File: src/rtl/ip2dma_upsizer_if.sv
// ip2dma_upsizer_if
// Bundles the narrow IP-side stream and the wide DMA MM2S AXI-Stream port of
// the upsizer. The signal names match the IP core and the AXI DMA.
//
// Handshake semantics (both sides): a beat transfers on a rising clock edge
// where the producer's valid and the consumer's ready are both high. A producer
// holding valid must keep its data/keep/last stable until the transfer. The
// upsizer's ready never depends on its own input valid.
//
// Modports:
//   slave  - the upsizer's view: consumes dout/valid/keep/last, drives ready,
//            produces m_axis_mm2s_tdata/tkeep/tlast/tvalid, consumes tready.
//   master - the surrounding system's view (IP FIFO + DMA), the mirror image.
interface ip2dma_upsizer_if #(
  parameter int IN_W  = 32,
  parameter int OUT_W = 128
);
  logic [IN_W-1:0]    dout;
  logic               valid;
  logic               ready;
  logic [IN_W/8-1:0]  keep;
  logic               last;
  logic [OUT_W-1:0]   m_axis_mm2s_tdata;
  logic [OUT_W/8-1:0] m_axis_mm2s_tkeep;
  logic               m_axis_mm2s_tlast;
  logic               m_axis_mm2s_tready;
  logic               m_axis_mm2s_tvalid;

  modport slave (
    input  dout, valid, keep, last, m_axis_mm2s_tready,
    output ready, m_axis_mm2s_tdata, m_axis_mm2s_tkeep, m_axis_mm2s_tlast,
           m_axis_mm2s_tvalid
  );

  modport master (
    output dout, valid, keep, last, m_axis_mm2s_tready,
    input  ready, m_axis_mm2s_tdata, m_axis_mm2s_tkeep, m_axis_mm2s_tlast,
           m_axis_mm2s_tvalid
  );
endinterface

File: src/rtl/ip2dma_upsizer.sv
// ip2dma_upsizer
// Packs consecutive IN_W-bit IP beats into OUT_W-bit beats for the AXI DMA
// MM2S stream port. Lanes fill little-endian (first beat in the low lane).
// A word is emitted when the top lane fills or when the IP marks last; unused
// upper lanes of an early-terminated word carry zero data and zero keep. The
// output stage is a single register slice. tlast can be forced every
// MAX_BEATS output words (0 disables), and pkt_count counts tlast transfers.
//
// Ports:
//   m_axis_mm2s_aclk - clock for all logic
//   reset            - asynchronous active-low reset
//   bus              - ip2dma_upsizer_if.slave (IP input stream + DMA output)
//   pkt_count        - tlast beats transferred to the DMA, wraps
//   dbg_lane         - current lane index of the packing accumulator
module ip2dma_upsizer #(
  parameter int IN_W      = 32,
  parameter int OUT_W     = 128,
  parameter int MAX_BEATS = 0,
  parameter int CNT_W     = 16,
  localparam int RATIO    = OUT_W / IN_W,
  localparam int LANE_W   = (RATIO > 1) ? $clog2(RATIO) : 1
) (
  input  logic                  m_axis_mm2s_aclk,
  input  logic                  reset,
  ip2dma_upsizer_if.slave       bus,
  output logic [CNT_W-1:0]      pkt_count,
  output logic [LANE_W-1:0]     dbg_lane
);

  localparam int IKW    = IN_W / 8;
  localparam int OKW    = OUT_W / 8;
  localparam int BEAT_W = (MAX_BEATS > 1) ? $clog2(MAX_BEATS) : 1;
  localparam logic [LANE_W-1:0] LANE_MAX = LANE_W'(RATIO - 1);
  localparam logic [BEAT_W-1:0] BEAT_MAX = BEAT_W'((MAX_BEATS > 0) ? MAX_BEATS - 1 : 0);

  logic [LANE_W-1:0] lane;
  logic [OUT_W-1:0]  acc_data;
  logic [OKW-1:0]    acc_keep;
  logic [BEAT_W-1:0] beat_cnt;
  logic [OUT_W-1:0]  out_data;
  logic [OKW-1:0]    out_keep;
  logic              out_last;
  logic              out_valid;
  logic [CNT_W-1:0]  pkt_cnt_q;

  logic              ready_int;
  logic              accept;
  logic              complete;
  logic              force_last;
  logic              word_last;
  logic [OUT_W-1:0]  word_data;
  logic [OKW-1:0]    word_keep;

  // The output register can take a new word whenever it is empty or being
  // drained this cycle.
  assign ready_int = !out_valid || bus.m_axis_mm2s_tready;
  assign accept    = bus.valid && ready_int;
  assign complete  = accept && (bus.last || (lane == LANE_MAX));

  assign force_last = (MAX_BEATS != 0) && (beat_cnt == BEAT_MAX);
  assign word_last  = bus.last || force_last;

  // Accumulator with the current beat merged into its lane. Lanes above the
  // current one are still zero because the accumulator is cleared on every
  // completed word, which gives the zero padding for an early last.
  always_comb begin
    word_data = acc_data;
    word_keep = acc_keep;
    for (int i = 0; i < RATIO; i++) begin
      if (lane == LANE_W'(i)) begin
        word_data[i*IN_W +: IN_W] = bus.dout;
        word_keep[i*IKW +: IKW]   = bus.keep;
      end
    end
  end

  always_ff @(posedge m_axis_mm2s_aclk or negedge reset) begin
    if (!reset) begin
      lane      <= '0;
      acc_data  <= '0;
      acc_keep  <= '0;
      beat_cnt  <= '0;
      out_data  <= '0;
      out_keep  <= '0;
      out_last  <= 1'b0;
      out_valid <= 1'b0;
      pkt_cnt_q <= '0;
    end else begin
      if (complete) begin
        // Loading a new word; any word in the output stage is leaving this
        // same cycle because ready_int implies it was empty or drained.
        out_data  <= word_data;
        out_keep  <= word_keep;
        out_last  <= word_last;
        out_valid <= 1'b1;
        lane      <= '0;
        acc_data  <= '0;
        acc_keep  <= '0;
        beat_cnt  <= word_last ? '0 : beat_cnt + 1'b1;
      end else begin
        if (accept) begin
          acc_data <= word_data;
          acc_keep <= word_keep;
          lane     <= lane + 1'b1;
        end
        if (out_valid && bus.m_axis_mm2s_tready) begin
          out_valid <= 1'b0;
        end
      end

      if (out_valid && bus.m_axis_mm2s_tready && out_last) begin
        pkt_cnt_q <= pkt_cnt_q + 1'b1;
      end
    end
  end

  assign bus.ready              = ready_int;
  assign bus.m_axis_mm2s_tdata  = out_data;
  assign bus.m_axis_mm2s_tkeep  = out_keep;
  assign bus.m_axis_mm2s_tlast  = out_last;
  assign bus.m_axis_mm2s_tvalid = out_valid;
  assign pkt_count              = pkt_cnt_q;
  assign dbg_lane               = lane;

endmodule

File: src/flat_wrapper.sv
// flat-port wrapper written by rule: the top's interface ports become plain ports
module ip2dma_upsizer_flat 
#(
  parameter int IN_W      = 32,
  parameter int OUT_W     = 128,
  parameter int MAX_BEATS = 0,
  parameter int CNT_W     = 16,
  localparam int RATIO    = OUT_W / IN_W,
  localparam int LANE_W   = (RATIO > 1) ? $clog2(RATIO) : 1
)
  (m_axis_mm2s_aclk, reset, pkt_count, dbg_lane, bus_dout, bus_valid, bus_keep, bus_last, bus_m_axis_mm2s_tready, bus_ready, bus_m_axis_mm2s_tdata, bus_m_axis_mm2s_tkeep, bus_m_axis_mm2s_tlast, bus_m_axis_mm2s_tvalid);
  ip2dma_upsizer_if #(.IN_W(IN_W), .OUT_W(OUT_W)) bus_i ();
  input  logic m_axis_mm2s_aclk;
  input  logic reset;
  output logic [CNT_W-1:0] pkt_count;
  output logic [LANE_W-1:0] dbg_lane;
  input wire logic [$bits(bus_i.dout)-1:0] bus_dout;
  input wire logic [$bits(bus_i.valid)-1:0] bus_valid;
  input wire logic [$bits(bus_i.keep)-1:0] bus_keep;
  input wire logic [$bits(bus_i.last)-1:0] bus_last;
  input wire logic [$bits(bus_i.m_axis_mm2s_tready)-1:0] bus_m_axis_mm2s_tready;
  output wire logic [$bits(bus_i.ready)-1:0] bus_ready;
  output wire logic [$bits(bus_i.m_axis_mm2s_tdata)-1:0] bus_m_axis_mm2s_tdata;
  output wire logic [$bits(bus_i.m_axis_mm2s_tkeep)-1:0] bus_m_axis_mm2s_tkeep;
  output wire logic [$bits(bus_i.m_axis_mm2s_tlast)-1:0] bus_m_axis_mm2s_tlast;
  output wire logic [$bits(bus_i.m_axis_mm2s_tvalid)-1:0] bus_m_axis_mm2s_tvalid;
  assign bus_i.dout = bus_dout;
  assign bus_i.valid = bus_valid;
  assign bus_i.keep = bus_keep;
  assign bus_i.last = bus_last;
  assign bus_i.m_axis_mm2s_tready = bus_m_axis_mm2s_tready;
  assign bus_ready = bus_i.ready;
  assign bus_m_axis_mm2s_tdata = bus_i.m_axis_mm2s_tdata;
  assign bus_m_axis_mm2s_tkeep = bus_i.m_axis_mm2s_tkeep;
  assign bus_m_axis_mm2s_tlast = bus_i.m_axis_mm2s_tlast;
  assign bus_m_axis_mm2s_tvalid = bus_i.m_axis_mm2s_tvalid;
  ip2dma_upsizer #(.IN_W(IN_W), .OUT_W(OUT_W), .MAX_BEATS(MAX_BEATS), .CNT_W(CNT_W)) u_core (.m_axis_mm2s_aclk(m_axis_mm2s_aclk), .reset(reset), .bus(bus_i), .pkt_count(pkt_count), .dbg_lane(dbg_lane));
endmodule
File: config.mk
export PLATFORM = sky130hd
export DESIGN_NAME = ip2dma_upsizer_flat
export DESIGN_NICKNAME = d
export VERILOG_FILES = /design/src/rtl/ip2dma_upsizer_if.sv /design/src/rtl/ip2dma_upsizer.sv /design/src/flat_wrapper.sv
export SDC_FILE = /design/constraint.sdc
export NUM_CORES = 1
export LEC_CHECK = 0
export CAP_MARGIN = 20
export CORE_AREA = 4 4 211 213
export CTS_BUF_LIST = sky130_fd_sc_hd__clkbuf_4
export CTS_CLUSTER_DIAMETER = 150
export DETAILED_ROUTE_END_ITERATION = 8
export DIE_AREA = 0 0 215 217
export DONT_BUFFER_PORTS = 1
export HOLD_SLACK_MARGIN = 0.03
export PLACE_DENSITY = 0.43
export SYNTH_ARGS = -nofsm -noshare
export SYNTH_HDL_FRONTEND = slang
export SYNTH_SLANG_ARGS = --single-unit
File: constraint.sdc
create_clock -name m_axis_mm2s_aclk -period 3.9 [get_ports m_axis_mm2s_aclk]
set_input_delay 0.39 -clock m_axis_mm2s_aclk [delete_from_list [all_inputs] [get_ports m_axis_mm2s_aclk]]
set_output_delay 0.39 -clock m_axis_mm2s_aclk [all_outputs]
set_load 0.05 [all_outputs]
**Word level (Yosys, flattened, before mapping)**

Index checks and enable logic that the tools add are counted.

- Multiplexer cells: 16
- Reduce and logical (&&, ||, !) cells: 10
- Eq/ne operators: 3
- $add $sub $neg: 2

Operators by type and width:

| cell | number |
|---|---|
| $mux W128 | 2 |
| $mux W32 | 4 |
| $mux W16 | 2 |
| $add A16 B1 Y16 const B | 1 |
| $mux W4 | 4 |
| $eq A2 B2 Y1 const B | 2 |
| $logic_and A1 B1 Y1 | 4 |
| $mux W2 | 2 |
| $reduce_bool A2 Y1 | 2 |
| $add A2 B1 Y2 const B | 1 |
| $eq A2 B1 Y1 const B | 1 |
| $logic_not A2 Y1 | 1 |
| $logic_or A1 B1 Y1 | 2 |
| $mux W1 | 2 |
| $logic_not A1 Y1 | 1 |

- Register bits after elaboration: 308
- Output and inout bits: 165

**Logic depth before layout (Yosys ltp)**

Gate-level depths: netlist (run 1).

- Depth after elaboration: 5
- Mapped depth: 9
- Mapped depth without buffers: 5

**Worst setup path before layout (run 1)**

Ideal clock, no wire load.

- Kind: register -> register
- Start: register u_core.lane[0] (netlist: u_core.dbg_lane[0])
- End: register u_core.out_data[119] (netlist: u_core.bus.m_axis_mm2s_tdata[119])
- Setup time: 0.076 ns
- Data arrival time: 1.928 ns
- Cell stages (with the launch flop): 10
- Path slack: 1.896 ns
- Cell sequence: dfrtp_1 -> ha_1 -> or2_1 -> buf_2 -> nand3_4 -> buf_6 -> buf_6 -> buf_4 -> nand2_1 -> o21ai_1

- Word-level cells in the longest chain between the ends: 3
- Elaborated cells between the ends (all ways): 4
- Classes of those cells: 1 x eq/ne; 1 x mux; 2 x reduce/logical

Ends and longest elaborated chain:

| element | line | source |
|---|---|---|
| from (decl) | ip2dma_upsizer.sv:36 | `logic [LANE_W-1:0] lane;` |
| from (signal assigned) | ip2dma_upsizer.sv:104 | `lane <= lane + 1'b1;` |
| $eq A2 B2 Y1 * | ip2dma_upsizer.sv:58, ip2dma_upsizer.sv:70 |  |
| $logic_or A1 B1 Y1 | ip2dma_upsizer.sv:58 | `assign complete = accept && (bus.last \|\| (lane == LANE_MAX));` |
| $logic_and A1 B1 Y1 | ip2dma_upsizer.sv:58 |  |
| to (signal assigned) | ip2dma_upsizer.sv:92 | `out_data <= word_data;` |
| to (decl) | ip2dma_upsizer.sv:40 | `logic [OUT_W-1:0] out_data;` |

Mark *: on every way between the ends. The rest lies on a longest branch, timed or not.
A chain may end at the register's enable or synchronous reset.

**Worst setup path after layout (run 1)**

- Start: register u_core.lane[1] (netlist: u_core.dbg_lane[1])
- End: register u_core.acc_data[22]

- Word-level cells in the longest chain between the ends: 4
- Elaborated cells between the ends (all ways): 8
- Classes of those cells: 1 x eq/ne; 3 x mux; 4 x reduce/logical

Ends and longest elaborated chain:

| element | line | source |
|---|---|---|
| $logic_not A2 Y1 or $eq A2 B2 Y1 (tied branches) | ip2dma_upsizer.sv:70, ip2dma_upsizer.sv:58 |  |
| $mux W32 or $logic_or A1 B1 Y1 (tied branches) | ip2dma_upsizer.sv:70, ip2dma_upsizer.sv:58 |  |
| $mux W128 or $logic_and A1 B1 Y1 (tied branches) | ip2dma_upsizer.sv:101, ip2dma_upsizer.sv:58 |  |
| $mux W128 or $reduce_bool A2 Y1 (tied branches) | n/a |  |
| to (signal assigned) | ip2dma_upsizer.sv:102 | `acc_data <= word_data;` |
| to (decl) | ip2dma_upsizer.sv:37 | `logic [OUT_W-1:0] acc_data;` |

Several ways; a longest one is shown, not always the timed one. The select of a mux whose other input is x is not followed.

==> results.toml, run 1 <==
[outcome]
status = "finished with violations"
violations = "negative hold slack"

[setup_path]
path_depth = 5
critical_path.max_stage_delay_ns = 0.76
cp_num_buf_inv = 1
worstSetupStartpointType = "register"
arrival_ns = 3.53
critPathKind = "reg -> reg"
crit_chain = "ha_4, or2_1, o21ai_4, buf_4, a22o_1"
crit_path_end_kind = "register"
cp_slowest_cell = "o21ai_4"
ff2ff_path_depth = 5
required_ns = 4.57
path_max_fanout = 24
path_delay_family = "compound AO/OA/AOI/OAI gates"

[power]
power_frac_seq_pct = 56.3
p_sw_share_pct = 40.3
leakage_nw = 6.54
internal_power_w = 0.00588
p_switching_w = 0.00396
vdd_ir_drop_max_mv = 0.264
combPwrFrac_pct = 14.1
power.total_w = 0.00984
p_clk_share_pct = 29.6
power.density_mw_per_mm2 = 682

[synth]
ys_seq_area_share_pct = 61.0
synthTopCellsByArea = "dfrtp_1 (61%), mux2i_1 (11%), a22o_1 (7.1%)"
avgSynthCellArea_um2 = 12.2
yosys.area_share.simple_pct = 8.04
synth_compound_area_share_pct = 13.6
synth.most_common_cell = "dfrtp_1"
synthCells = 1031
synth_xor_area_share_pct = 1.04
ys_warn_count = 0
ys_ff_latch = 308
synthAdderAreaFrac_pct = 0.495
synth_nets = 1077
synth_commonest_cells = "dfrtp_1 (308), nand2_1 (154), mux2i_1 (144), o21ai_1 (144), a22o_1 (103)"
yosysTopAreaCellShare_pct = 61.0
ys.flop_type = "dfrtp_1"
synthArstFlopShare_pct = 100
yosys.area.top_type = "dfrtp_1"
synthMuxAreaShare_pct = 11.4
synth_top_family_by_area = "compound AO/OA/AOI/OAI gates"
synth_edf_count = 0
netlist_area_mm2 = 0.0126
ys_types = 31

[route]
ant_nets = 0
first_pass_iters = 4
via_per_inst = 4.74
routedWlPerCell_um = 20.3
drcViolationCount = 0
initialDrtViolationCount = 406
wirelength_mm = 34.4
vias = 8069

[worst_hold_path]
hold_path_class = "in -> async"

[sta]
fin_crit_sh_pct = 73.2
rsz0062_at_grt = "false"
holdWs_ns = -0.666
worst_pin_slew_ns = 0.977
finalHoldViolations = 308
slew_headroom_pct = 34.9
fmax_mhz = 350
drv_slew = 0
fin_crit_ns = 2.86
clock_skew_ns = 0.0304
finalSetupViolations = 0
finalSetupTns_ns = 0

[grt]
grt_first_pass_wirelength_mm = 54.4
antenna_found_initial = 2
grt_pass1_vias = 8577
track_usage_pct = 14.9
grt_overflow = 0
grt_max_degree = 309

[flow_run]
drv_cap = 0

[die]
initial_utilization_pct = 29.6
fp-row-count = 76
io-pin-count = 206
die_y_um = 217
fp.dieArea_mm2 = 0.0467
die_w_um = 215
core-area_mm2 = 0.0427

[final_layout]
area_growth_syn_to_layout_pct = 14.3
post-route-util_pct = 33.8
drive_gt1_share_pct = 14.5
final_nets = 1140

[placed_design]
port_buffers = 0
hpwl_mm = 20.0
gp_congestion = 0.720

[clock_tree]
cts-buffers-inserted = 88
path_clk_slew_ns = 0.06
cts.sinks = 308
cts_root_buf = "clkbuf_4"
cts_setup_buffers = 0
clockBufferDepth = 3
cts-resized-gates = 0
htreeDepth = 3
cts_tree = "done"
postCtsHoldBufs = 39
clock_latency_ns = 0.77
## flip-flops by register name, summed over array words and instances, names as in the netlist
name                           cells
u_core.pkt_count                  16
u_core.bus.m_axis_mm2s_tvalid      1
u_core.acc_data                  128
u_core.acc_keep                   16
u_core.bus.m_axis_mm2s_tlast       1
u_core.bus.m_axis_mm2s_tdata     128
u_core.bus.m_axis_mm2s_tkeep      16
u_core.dbg_lane                    2
## layout by cell type, fill, tap and decap left out, types with 2 or more instances in the layout
master	instances
a22o_1	103
a32o_1	6
and2_1	37
and2_2	3
and3_1	2
buf_12	3
buf_4	9
clkbuf_4	134
clkinv_1	9
clkinv_2	2
dfrtp_1	308
diode_2	3
dlygate4sd3_1	39
ha_4	4
inv_1	3
inv_2	3
mux2i_1	144
nand2_1	154
nand3_1	7
nand4_1	3
nor2_1	3
nor3_1	2
nor4_2	2
o21ai_0	2
o21ai_1	144
o21ai_4	3
xnor2_1	10
xor2_1	5
## path summary, 6_finish.rpt
check                                          from                                 to  slack, ns
worst min-delay path                          reset  u_core.bus.m_axis_mm2s_tdata[122]      -0.67
worst max-delay path             u_core.dbg_lane[1]                u_core.acc_data[22]       1.04
max in group asynchronous                     reset                u_core.acc_data[75]       4.06
min in group m_axis_mm2s_aclk              bus_last       u_core.bus.m_axis_mm2s_tlast       0.43
worst min register to register  u_core.acc_data[99]                u_core.acc_data[99]       0.48
worst max register to register   u_core.dbg_lane[1]                u_core.acc_data[22]       1.04
## per-stage QoR
step	hold slack (ns)	std cells	worst slack, ns	cell area [um^2]
finish	-0.666	1701	1.04	14400
global route	-0.770	1699	0.847	14400
CTS	-0.800	1698	0.899	14400
detailed placement	0.111	1511	0.958	13000
global placement	0.111	1511	0.979	13000
floorplan	0.0944	1031	1.90	12600
## final cells by class
type	count	area (um^2)
diodes	3	7.51
inverters	3	11.3
clock buffers	134	1010
repair buffers	51	518
flip-flops and latches	308	7710
fillers	4278	28300
well taps	546	683
clock inverters	14	55.1
multi-input cells	642	4450
## logic make-up (layout without fill, tap and decap cells)
logic type,count (synthesis),in the layout
flops,308,308
compound gates,258,258
simple gates,220,220
mux,144,144
buf+inv,81,202
xor+xnor,15,15
fa+ha+maj,5,5
other cells,0,3
## power groups by stage
| stage | sequential (W) | combinational [W] | clock, W |
|---|---|---|---|
| global route | 0.00562 | 0.00157 | 0.00327 |
| global placement | 0.00562 | 0.00134 | 0 |
| CTS | 0.00557 | 0.00143 | 0.00308 |
| detailed placement | 0.00562 | 0.00136 | 0 |
| finish | 0.00554 | 0.00139 | 0.00291 |
| floorplan | 0.00541 | 0.00109 | 0 |
## metal layers
| layer | global-route usage, % | share of wire [%] | vias up |
|---|---|---|---|
| met4 | 5.48 | 1.8 | 0 |
| met3 | 6.46 | 8.9 | 45 |
| met2 | 21.9 | 44 | 223 |
| met1 | 19.7 | 45 | 3988 |
| li1 | - | - | 3813 |
| met5 | 0 | 0 | - |
Power figures use the tool's default switching activity.
==> run 2: changes to the inputs <==
==> constraint.sdc (replaced) <==
create_clock -name m_axis_mm2s_aclk -period 2.72 [get_ports m_axis_mm2s_aclk]
set_input_delay 0.272 -clock m_axis_mm2s_aclk [delete_from_list [all_inputs] [get_ports m_axis_mm2s_aclk]]
set_output_delay 0.272 -clock m_axis_mm2s_aclk [all_outputs]
set_load 0.05 [all_outputs]
==> run 2 against run 1 <==
The run still ends with negative hold slack left. Maximum frequency up 33%. Non-clock buffer count up 25. Die area unchanged. Sequential share of layout area down 1.1 points. Core utilization up 0.68 points. Clock skew up 0.0056 ns. Register-to-register slack worse by 0.48 ns.
==> results.toml, run 2 (synthesized netlist as in run 1, its figures left out) <==
[outcome]
status = "finished with violations"
violations = "negative hold slack"

[sta]
slew_headroom_pct = 57.9
finalSetupTns_ns = 0
clock_skew_ns = 0.0360
finalSetupViolations = 0
fin_crit_ns = 2.15
rsz0062_at_grt = "false"
drv_slew = 0
fin_crit_sh_pct = 79.2
holdWs_ns = -0.810
fmax_mhz = 464
worst_pin_slew_ns = 0.631
finalHoldViolations = 308

[final_layout]
mostFrequentLayoutCells = "dfrtp_1 (308), nand2_1 (154), mux2i_1 (144), o21ai_1 (144), clkbuf_4 (134)"
layout_commonest_cell = "dfrtp_1"
area_growth_syn_to_layout_pct = 16.6
fillers = 4286
drive_gt1_share_pct = 16.5
final_nets = 1168

[placed_design]
gp_congestion = 0.747
port_buffers = 0
hpwl_mm = 21.5

[die]
die_y_um = 217
core-area_mm2 = 0.0427
die_w_um = 215
fp-row-count = 76
io-pin-count = 206
fp.dieArea_mm2 = 0.0467
initial_utilization_pct = 29.6

[clock_tree]
clock_latency_ns = 0.77
cts.sinks = 308
path_clk_slew_ns = 0.06
cts-buffers-inserted = 91
cts-resized-gates = 0
cts_tree = "done"
cts_setup_buffers = 0
cts_root_buf = "clkbuf_4"
clockBufferDepth = 3
postCtsHoldBufs = 40
htreeDepth = 3

[power]
power.total_w = 0.0145
power.density_mw_per_mm2 = 983
leakage_nw = 6.72
vdd_ir_drop_max_mv = 0.371

[setup_path]
r2r_end = "u_core.acc_data[31]"
arrival_ns = 2.85
ff2ff_path_depth = 5
worstSetupStartpointType = "register"
critical_path.max_stage_delay_ns = 0.79
ff2ff_setup_slack_ns = 0.57
r2r-start = "u_core.dbg_lane[1]"
critPathKind = "reg -> reg"
path_max_fanout = 7
required_ns = 3.41
crit_chain = "ha_4, nor2_1, and3_4, dlygate4sd3_1, a32o_1"
cp_slowest_cell = "dlygate4sd3_1"
crit_path_end_kind = "register"

[worst_hold_path]
hold_path_class = "in -> async"

[grt]
track_usage_pct = 15.4
grt_overflow = 0
grt_pass1_vias = 8818
grt_max_degree = 309
grt_first_pass_wirelength_mm = 56.1
antenna_found_initial = 3

[route]
vias = 8294
routedWlPerCell_um = 20.6
via_per_inst = 4.80
drcViolationCount = 0
ant_nets = 0
wirelength_mm = 35.5
first_pass_iters = 5
initialDrtViolationCount = 419

[flow_run]
drv_cap = 0
==> run 2: changes by cell type in the layout (fill, tap and decap cells not counted) <==
cell | before | now
clkinv_2 | 2 | 3
diode_2 | 3 | 1
bufinv_16 | 0 | 2
dlygate4sd3_1 | 39 | 40
buf_4 | 9 | 30
buf_12 | 3 | 6
inv_2 | 3 | 4
==> run 2: worst max-delay path by stage <==
stage                                   from  slack, ns  cells after the start                                 to
after floorplan           u_core.dbg_lane[0]       0.72                      9  u_core.bus.m_axis_mm2s_tdata[119]
after global placement    u_core.dbg_lane[0]       0.58                      5   u_core.bus.m_axis_mm2s_tdata[93]
after detailed placement  u_core.dbg_lane[0]       0.56                      5   u_core.bus.m_axis_mm2s_tdata[93]
after CTS                 u_core.dbg_lane[0]       0.53                      6               u_core.acc_data[111]
after global routing      u_core.dbg_lane[0]       0.40                      6  u_core.bus.m_axis_mm2s_tdata[102]
final                     u_core.dbg_lane[1]       0.57                      5                u_core.acc_data[31]
==> run 2: metrics by stage <==
stage	hold slack (ns)	worst slack, ns	cells	cell area (um^2)	utilization (%)
after CTS	-0.933	0.527	1727	14700	34.5
after global routing	-0.937	0.395	1728	14700	34.5
after floorplan	-0.0236	0.716	1031	12600	-
after detailed placement	-0.00677	0.559	1535	13200	30.9
final	-0.810	0.565	1728	14700	34.5
after global placement	-0.00681	0.579	1535	13200	30.9
==> run 2: cell type report <==
class	count	area, um^2	share of cell area [%]
Timing Repair Buffer	76	746	5.06
Sequential cell	308	7710	52.3
Multi-Input combinational cell	642	4450	30.2
Antenna cell	1	2.50	0.0170
Inverter	3	11.3	0.0765
Tap cell	546	683	4.64
Clock inverter	18	124	0.841
Clock buffer	134	1010	6.83
==> run 2: per-layer routing <==
| layer | wire length, um | GRT usage (%) |
|---|---|---|
| met5 | 23 | 0 |
| met4 | 594 | 5.13 |
| met3 | 2910 | 6.23 |
| met1 | 15700 | 20.0 |
| met2 | 16300 | 23.7 |
==> run 2: report_power, final <==
part           leakage (nW)  switching, W  internal, W
sequential             4.16       0.00249      0.00534
combinational          1.87       0.00128     0.000961
clock                 0.688       0.00200      0.00242
==> run 2: worst max-delay path: cells and delay by family (launching register included) <==
| family | cells | cell delay, ns |
|---|---|---|
| flip-flops | 1 | 0.46 |
| AO/OA/AOI/OAI | 1 | 0.22 |
| adder cells (fa/ha/maj) | 1 | 0.20 |
| AND/OR/NAND/NOR | 2 | 0.39 |
| buffers and inverters | 1 | 0.79 |
==> run 3: changes to the inputs <==
==> constraint.sdc (replaced) <==
create_clock -name m_axis_mm2s_aclk -period 2.03 [get_ports m_axis_mm2s_aclk]
set_input_delay 0.203 -clock m_axis_mm2s_aclk [delete_from_list [all_inputs] [get_ports m_axis_mm2s_aclk]]
set_output_delay 0.203 -clock m_axis_mm2s_aclk [all_outputs]
set_load 0.05 [all_outputs]
==> run 3 against run 2 <==
First-iteration DRC count increased by 28%. Core utilization rose by 0.81 points. Worst setup slack worse by 0.42 ns. The flow still finishes with violations (negative hold slack). Largest power group unchanged. Critical endpoint is now u_core.bus.m_axis_mm2s_tdata[60]. Via count grew 0.55%. Highest routed layer unchanged. Sequential cell count is the same. Largest cell class unchanged. Power up 37%. Die area stayed put.
==> results.toml, run 3 (synthesized netlist as in run 1, its figures left out) <==
[outcome]
status = "finished with violations"
violations = "negative hold slack"

[final_layout]
final_nets = 1183
seq_area_mm2 = 0.00771
layout_commonest_cell = "dfrtp_1"
final_area_mm2 = 0.0151
mostFrequentLayoutCells = "dfrtp_1 (308), nand2_1 (154), mux2i_1 (144), o21ai_1 (144), clkbuf_4 (134)"
final_cells = 1757
drive_gt1_share_pct = 17.4
area_growth_syn_to_layout_pct = 19.4
multiInputGateArea_mm2 = 0.00445
fillers = 4322

[sta]
drv_slew = 0
rsz0062_at_grt = "false"
finalHoldViolations = 308
fin_crit_sh_pct = 92.6
holdWs_ns = -0.878
clock_skew_ns = 0.0279
worst_pin_slew_ns = 1.32
finalSetupTns_ns = 0
fin_crit_ns = 1.88
finalSetupViolations = 0
slew_headroom_pct = 12.3
fmax_mhz = 532

[clock_tree]
cts-buffers-inserted = 89
path_clk_slew_ns = 0.07
htreeDepth = 3
cts_root_buf = "clkbuf_4"
cts.sinks = 308
clock_latency_ns = 0.78
cts_tree = "done"
postCtsHoldBufs = 39
clockBufferDepth = 3

[die]
fp.dieArea_mm2 = 0.0467
io-pin-count = 206
fp-row-count = 76
die_y_um = 217
core-area_mm2 = 0.0427
initial_utilization_pct = 29.6
die_w_um = 215

[grt]
antenna_found_initial = 2
met3_usage_pct = 6.07
gr-usage-met1_pct = 19.6
grt_max_degree = 309
grt_overflow = 0
gr-max-usage-layer = "met2"
grt_first_pass_wirelength_mm = 55.2
track_usage_pct = 15.2
grtUsageMet2_pct = 22.6
grt_pass1_vias = 9010

[setup_path]
critPathKind = "reg -> reg"
required_ns = 2.66
crit_path_end_kind = "register"
critical_path.max_stage_delay_ns = 0.47
arrival_ns = 2.51
crit_chain = "buf_4, inv_1, ha_4, buf_4, mux2i_1, o21ai_1"
cp_slowest_cell = "buf_4"
ff2ff_path_depth = 6
crit_top_cell = "buf_4"
path_max_fanout = 26
worstSetupStartpointType = "register"

[worst_hold_path]
hold_path_class = "in -> async"

[flow_run]
drv_cap = 0

[route]
routedWlPerCell_um = 19.9
ant_nets = 0
initialDrtViolationCount = 536
drcViolationCount = 0
vias = 8340
via_per_inst = 4.75
wirelength_mm = 34.9
first_pass_iters = 4

[placed_design]
dpl_cell_area_mm2 = 0.0135
hpwl_mm = 21.3
port_buffers = 0
place_inst = 1553
gp_congestion = 0.766

[power]
power.density_mw_per_mm2 = 1310
vdd_ir_drop_max_mv = 0.487
leakage_nw = 6.88
[run 3: cell type report]
class	count	share of cell area, %
sequential	308	51.1
inverter	3	0.0747
multi-input combinational	642	29.5
tap	546	4.53
clock buffer	134	6.68
timing repair buffer	93	6.78
clock inverter	30	1.27
antenna	1	0.0166
[run 3: repair_timing]
| action | 4_1_cts | 5_1_grt |
|---|---|---|
| buffers inserted | 0 | 0 |
| endpoints found under the hold margin | 613 | 308 |
| gates resized for setup | 0 | 1 |
| setup endpoints to repair | 0 | 34 |
[run 3: path summary, 6_finish.rpt]
check                                         from                                 to  slack, ns
min in group m_axis_mm2s_aclk             bus_last       u_core.bus.m_axis_mm2s_tlast       0.28
min                                          reset  u_core.bus.m_axis_mm2s_tdata[122]      -0.88
max reg2reg                     u_core.dbg_lane[1]   u_core.bus.m_axis_mm2s_tdata[60]       0.15
max in group asynchronous                    reset                 u_core.acc_keep[2]       1.82
min reg2reg                    u_core.acc_keep[13]                u_core.acc_keep[13]       0.48
max                             u_core.dbg_lane[1]   u_core.bus.m_axis_mm2s_tdata[60]       0.15
[run 3: layer usage]
layer | vias to the layer above | share of wire, %
met5 | - | 0.037
met2 | 240 | 44
met1 | 4118 | 45
met3 | 64 | 8.4
met4 | 2 | 2.8
li1 | 3916 | -
[run 3: critical path: cells and delay by family (launching register included)]
| family | cells | cell delay [ns] |
|---|---|---|
| buffers and inverters | 3 | 0.79 |
| flip-flops | 1 | 0.41 |
| multiplexers | 1 | 0.25 |
| adder cells (fa/ha/maj) | 1 | 0.20 |
| AO/OA/AOI/OAI | 1 | 0.07 |
[run 3: metrics by stage]
step	power [W]	setup slack [ns]	util [%]
floorplan	0.0125	0.0258	-
global placement	0.0137	0.0893	31.6
detailed placement	0.0137	0.0584	31.6
CTS	0.0202	0.0101	35.3
global route	0.0210	0.0420	35.3
finish	0.0198	0.150	35.3
[run 3: report_power, final]
group	switching (W)	internal, W
Clock	0.00272	0.00339
Sequential	0.00326	0.00715
Combinational	0.00181	0.00144
